File: config.mk
export PLATFORM = sky130hd
export DESIGN_NAME = fetch_icache
export DESIGN_NICKNAME = d
export VERILOG_FILES = /design/src/rtl/fetch_icache.sv
export SDC_FILE = /design/constraint.sdc
export NUM_CORES = 2
export LEC_CHECK = 0
export CAP_MARGIN = 40
export CORE_MARGIN = 1
export CORE_UTILIZATION = 50
export CTS_BUF_LIST = sky130_fd_sc_hd__clkbuf_2 sky130_fd_sc_hd__clkbuf_4 sky130_fd_sc_hd__clkbuf_8
export DETAILED_ROUTE_END_ITERATION = 12
export PLACE_DENSITY = 0.67
export SLEW_MARGIN = 20
export SYNTH_ARGS = -nofsm -noshare
export SYNTH_HDL_FRONTEND = slang
export SYNTH_SLANG_ARGS = --single-unit
File: constraint.sdc
create_clock -name clk -period 7.1 [get_ports clk]
set_input_delay 1.775 -clock clk [delete_from_list [all_inputs] [get_ports clk]]
set_output_delay 1.775 -clock clk [all_outputs]
set_load 0.02 [all_outputs]
File: src/rtl/fetch_icache.sv
`default_nettype none
// ============================================================================
//  Module      : fetch_icache
//  Description : Fetch stage with program counter, PC+4 / redirect select and
//                a direct-mapped instruction cache. A miss raises Mem_Stall
//                and refills one full line from memory over req/valid.
//  Revision    : 1.0  initial release
// ============================================================================
module fetch_icache #(
  parameter int          LINES          = 16,
  parameter int          WORDS_PER_LINE = 4,
  parameter logic [31:0] RESET_PC       = 32'h0000_0000
) (
  input  logic        clk,
  input  logic        rst_n,
  input  logic        StallF,
  input  logic        PCSrcE,
  input  logic [31:0] PCTargetE,
  output logic [31:0] InstructionF,
  output logic [31:0] PCF,
  output logic [31:0] PCPlus4F,
  output logic        Mem_Stall,
  output logic        mem_req,
  output logic [31:0] mem_addr,
  input  logic [31:0] mem_rdata,
  input  logic        mem_valid
);

  localparam int OFF_W = $clog2(WORDS_PER_LINE);
  localparam int IDX_W = $clog2(LINES);
  localparam int TAG_W = 32 - 2 - OFF_W - IDX_W;

  localparam logic [31:0]      C_NOP       = 32'h0000_0013;
  localparam logic [OFF_W-1:0] C_LAST_BEAT = OFF_W'(WORDS_PER_LINE - 1);

  typedef enum logic [0:0] {
    ST_IDLE   = 1'b0,
    ST_REFILL = 1'b1
  } state_t;

  state_t             r_state;
  state_t             w_state_next;

  logic [31:0]        r_pcf;
  logic [LINES-1:0]   r_valid;
  logic [TAG_W-1:0]   r_tag  [LINES];
  logic [31:0]        r_data [LINES][WORDS_PER_LINE];
  logic [OFF_W-1:0]   r_beat;
  logic [31:0]        r_mem_addr;

  logic [OFF_W-1:0]   w_off;
  logic [IDX_W-1:0]   w_idx;
  logic [TAG_W-1:0]   w_tag;
  logic [31:0]        w_pc_plus4;
  logic               w_hit;
  logic               w_beat_we;
  logic               w_last_beat;

  // PC field split; the index and tag stay stable through a refill because
  // the PC is frozen while Mem_Stall is high.
  assign w_off      = r_pcf[2 +: OFF_W];
  assign w_idx      = r_pcf[2 + OFF_W +: IDX_W];
  assign w_tag      = r_pcf[31 -: TAG_W];
  assign w_pc_plus4 = r_pcf + 32'd4;

  // A hit is only reported from IDLE so a line being refilled never hits.
  assign w_hit       = r_valid[w_idx] && (r_tag[w_idx] == w_tag) && (r_state == ST_IDLE);
  assign w_beat_we   = (r_state == ST_REFILL) && mem_valid;
  assign w_last_beat = w_beat_we && (r_beat == C_LAST_BEAT);

  assign InstructionF = w_hit ? r_data[w_idx][w_off] : C_NOP;
  assign PCF          = r_pcf;
  assign PCPlus4F     = w_pc_plus4;
  assign Mem_Stall    = !w_hit;
  // Derived from the state so an asynchronous reset drops it immediately.
  assign mem_req      = (r_state == ST_REFILL);
  assign mem_addr     = r_mem_addr;

  // Program counter: hold on any stall, otherwise take redirect or PC+4.
  always_ff @(posedge clk or negedge rst_n) begin
    if (!rst_n) begin
      r_pcf <= RESET_PC;
    end else if (!(Mem_Stall || StallF)) begin
      r_pcf <= PCSrcE ? PCTargetE : w_pc_plus4;
    end
  end

  // FSM state register.
  always_ff @(posedge clk or negedge rst_n) begin
    if (!rst_n) begin
      r_state <= ST_IDLE;
    end else begin
      r_state <= w_state_next;
    end
  end

  // FSM next state: leave IDLE on a miss, return after the last beat lands.
  always_comb begin
    w_state_next = r_state;
    if (r_state == ST_IDLE) begin
      if (!w_hit) begin
        w_state_next = ST_REFILL;
      end
    end else begin
      if (w_last_beat) begin
        w_state_next = ST_IDLE;
      end
    end
  end

  // Refill bookkeeping: line address capture, beat counter and valid bits.
  always_ff @(posedge clk or negedge rst_n) begin
    if (!rst_n) begin
      r_valid    <= '0;
      r_beat     <= '0;
      r_mem_addr <= '0;
    end else if (r_state == ST_IDLE) begin
      r_beat <= '0;
      if (!w_hit) begin
        r_mem_addr <= {r_pcf[31:2+OFF_W], {OFF_W{1'b0}}, 2'b00};
      end
    end else begin
      if (w_beat_we) begin
        // Power-of-two line length, so the counter wraps to 0 on the last beat.
        r_beat <= r_beat + OFF_W'(1);
      end
      if (w_last_beat) begin
        r_valid[w_idx] <= 1'b1;
      end
    end
  end

  // Data and tag arrays; a partial line is harmless because valid stays low.
  always_ff @(posedge clk) begin
    if (w_beat_we) begin
      r_data[w_idx][r_beat] <= mem_rdata;
    end
    if (w_last_beat) begin
      r_tag[w_idx] <= w_tag;
    end
  end

endmodule
`default_nettype wire

==> metrics <==
status completed; drc violations 0; clock buffer depth 4; fillers 13500; Avg Vias per Cell 6.26; Post-Syn Area 0.0971 mm^2; Ys Warns 0; Post-DP Area 0.104 mm^2; WP depth 13; kind of cell adding the most delay to the critical path buffers and inverters; count of cell types in the netlist 59; slowest stage delay, CP 0.56 ns; HP Class flip-flop to flip-flop; DRT Pass-1 Iters 6; pre-CTS WS 0.793 ns; initial antenna violation count 31; fin cells 7488; vias in the first global route 47800; Hold Fails Final Rpt 0; HPWL Detailed 141000 um; Post-Layout Inst Area 0.112 mm^2; Setup Skew 0.0931 ns; Slew Limit Fails 0; Max Freq 0.146 GHz; critical path data required time 5.33 ns; Max IR drop VDD 0.000195 V; IO Port Bufs 194; setup ws final 0.236 ns; Area Overhead vs Synth 15.4%; Worst Setup Path Type flip-flop to output port; Clock Sinks 2511; CP dominant cell by count buf_12; H-tree levels 5; Worst-Margin Slew 0.939 ns; clk slew on worst S/H paths 0.06 ns; Initial DRC Count 5647; gr ovfl total 0; layout cells sized above 1 36.0%; # rows 161; post-synthesis async set-or-reset flop share 3.15%; CP Launch Type flip-flop; Skew-Pair Late Insertion Delay 1.11 ns; Routed Antenna Nets 0; syn_area_per_cell 23.9 um^2; Syn Inst Count 4066; WL/cell 33.4 um; vias 46900; reg2reg path depth 13; Hold Crit Depth 1; die height 443 um; first-pass GRT wire length 353000 um; max-cap violations 0; CTS buffer count 403; GRT Overall Usage 25.7%; fin nets 4740; die width 443 um; effective utilization at floorplan 50.4%; Max-slew headroom 37.4%; Leak 35.8 nW; pwr/cell area 268 mW/mm^2; routability congestion estimate from global placement 0.800; min Tclk post-route 6.86 ns; crit-path max FO 54; Buffers & Inverters on Critical Path 4; flops & latches, synth 2511; period utilisation layout 96.7%; largest net degree at the start of global routing 79; placed cells 6773; Post-synth EDFFs 2432; final setup fails 0; Core Area 0.193 mm^2; TritonCTS clock tree yes; clk root buf clkbuf_8; die area 0.196 mm^2; drt total wl 250000 um; CP cell instances buf_12 > buf_16 > mux4_2 > nor2_1 > a221oi_1 > a21oi_2 > xnor2_1 > nand4_1 > nor4_4 > nand3b_2 > buf_12 > or2_2 > clkdlybuf4s50_1; Main synth FF type edfxtp_1; Worst Path Arrival 5.09 ns; Critical Path End Type output port; worst slack on hold paths 0.466 ns; Slowest cell on crit path clkdlybuf4s50_1; sequential fraction of the synthesis area 77.2%; I/O pins 199
-- synthesized netlist by cell type (all sizes together), types with 12 or more instances --
cell / count / area share [%]
edfxtp: 2432 / 75
mux4: 742 / 17
clkbuf: 121 / 0.47
mux2i: 119 / 1.2
buf: 103 / 0.65
nor2: 102 / 0.39
dfrtp: 79 / 2.0
mux2: 46 / 0.61
xnor2: 44 / 0.40
nand2: 43 / 0.17
nor2b: 32 / 0.21
nand3: 23 / 0.12
inv: 21 / 0.081
or2: 20 / 0.13
xor2: 18 / 0.16
a221oi: 15 / 0.14
a21oi: 13 / 0.079
o21ai: 13 / 0.067
a22oi: 12 / 0.093
-- cells in the final DEF, fill, tap and decap left out, drive strengths merged, types with 6 or more instances in the layout --
| cell | count |
|---|---|
| nor2b | 32 |
| xor2 | 18 |
| xnor2 | 44 |
| clkinv | 118 |
| nand2 | 43 |
| a22oi | 12 |
| nor3 | 8 |
| buf | 269 |
| o21ai | 13 |
| nor2 | 102 |
| inv | 26 |
| clkdlybuf4s50 | 145 |
| mux2 | 46 |
| dfrtp | 79 |
| nand4 | 6 |
| a21oi | 13 |
| a221oi | 15 |
| a22o | 9 |
| or2 | 20 |
| mux4 | 742 |
| bufinv | 10 |
| edfxtp | 2432 |
| nand3 | 23 |
| clkbuf | 557 |
| mux2i | 119 |
| a31oi | 8 |
| diode | 8 |
-- through the flow --
stage	utilization, %	power, mW	TNS (ns)
2_1_floorplan	-	17.5	0
3_3_place_gp	53.4	18.2	0
3_5_place_dp	53.9	18.3	0
4_1_cts	58.0	30.2	0
5_1_grt	58.1	30.9	-0.0124
6_report	58.1	30.0	0
-- metal layers --
layer | global-route usage [%] | vias up | wire length [um]
li1 | - | 18600 | -
met1 | 35.1 | 25200 | 95500
met2 | 40.2 | 2679 | 120000
met3 | 7.43 | 402 | 27400
met4 | 8.05 | 18 | 6930
met5 | 0 | - | 123
-- worst paths after layout --
check                                       start                     end  slack, ns
max                            PCF[4]$_DFFE_PN0N_         InstructionF[1]       0.24
min                        r_valid[2]$_DFFE_PN0P_  r_valid[2]$_DFFE_PN0P_       0.47
max reg2reg                    PCF[4]$_DFFE_PN0N_     PCF[10]$_DFFE_PN0N_       2.54
min reg2reg                r_valid[2]$_DFFE_PN0P_  r_valid[2]$_DFFE_PN0P_       0.47
max in group asynchronous                   rst_n      PCF[7]$_DFFE_PN0N_       5.16
min in group asynchronous                   rst_n     PCF[15]$_DFFE_PN0N_       0.66
-- power by group --
| group | internal (mW) | total [mW] | leakage (nW) | switching [mW] |
|---|---|---|---|---|
| Clock | 6.54 | 12.0 | 4.12 | 5.50 |
| Combinational | 0.574 | 1.52 | 9.87 | 0.951 |
| Sequential | 16.4 | 16.5 | 21.8 | 0.0631 |
-- cell families (layout without fill, tap and decap cells) --
| kind of cell | count (synthesis) | count (layout) | synth area share, % |
|---|---|---|---|
| flip-flops | 2511 | 2511 | 77.2 |
| adder cells (fa/ha/maj) | 5 | 5 | 0.0644 |
| XOR/XNOR | 62 | 62 | 0.559 |
| AND/OR/NAND/NOR | 256 | 256 | 1.29 |
| buffers and inverters | 246 | 1131 | 1.21 |
| other | 1 | 12 | 0.00386 |
| multiplexers | 907 | 907 | 19.0 |
| AO/OA/AOI/OAI | 78 | 78 | 0.581 |
-- repair_timing --
item / in CTS / in global routing
hold buffers: 0 / 0
gates cloned: 2 / 0
buffers inserted: 4 / 1
resized for setup: 12 / 5
endpoints found under the setup margin: 31 / 11
pin swaps: 0 / 0
-- sequential cells by signal (all words and copies together), names as in the netlist --
register,cells
r_beat,2
PCF,32
r_tag,384
mem_addr,28
r_data,2048
r_valid,16
mem_req,1
-- area by class of cell --
| cell class | count | area, um^2 | area share [%] |
|---|---|---|---|
| tap | 2526 | 3160 | 2.82 |
| antenna | 8 | 20.0 | 0.0179 |
| timing repair buffer | 416 | 4600 | 4.11 |
| inverter | 22 | 90.1 | 0.0804 |
| multi-input combinational | 1312 | 21500 | 19.1 |
| sequential | 2511 | 75000 | 67.0 |
| clock buffer | 557 | 6820 | 6.09 |
| clock inverter | 136 | 878 | 0.784 |
No activity file was read; power rests on OpenSTA's default activity.
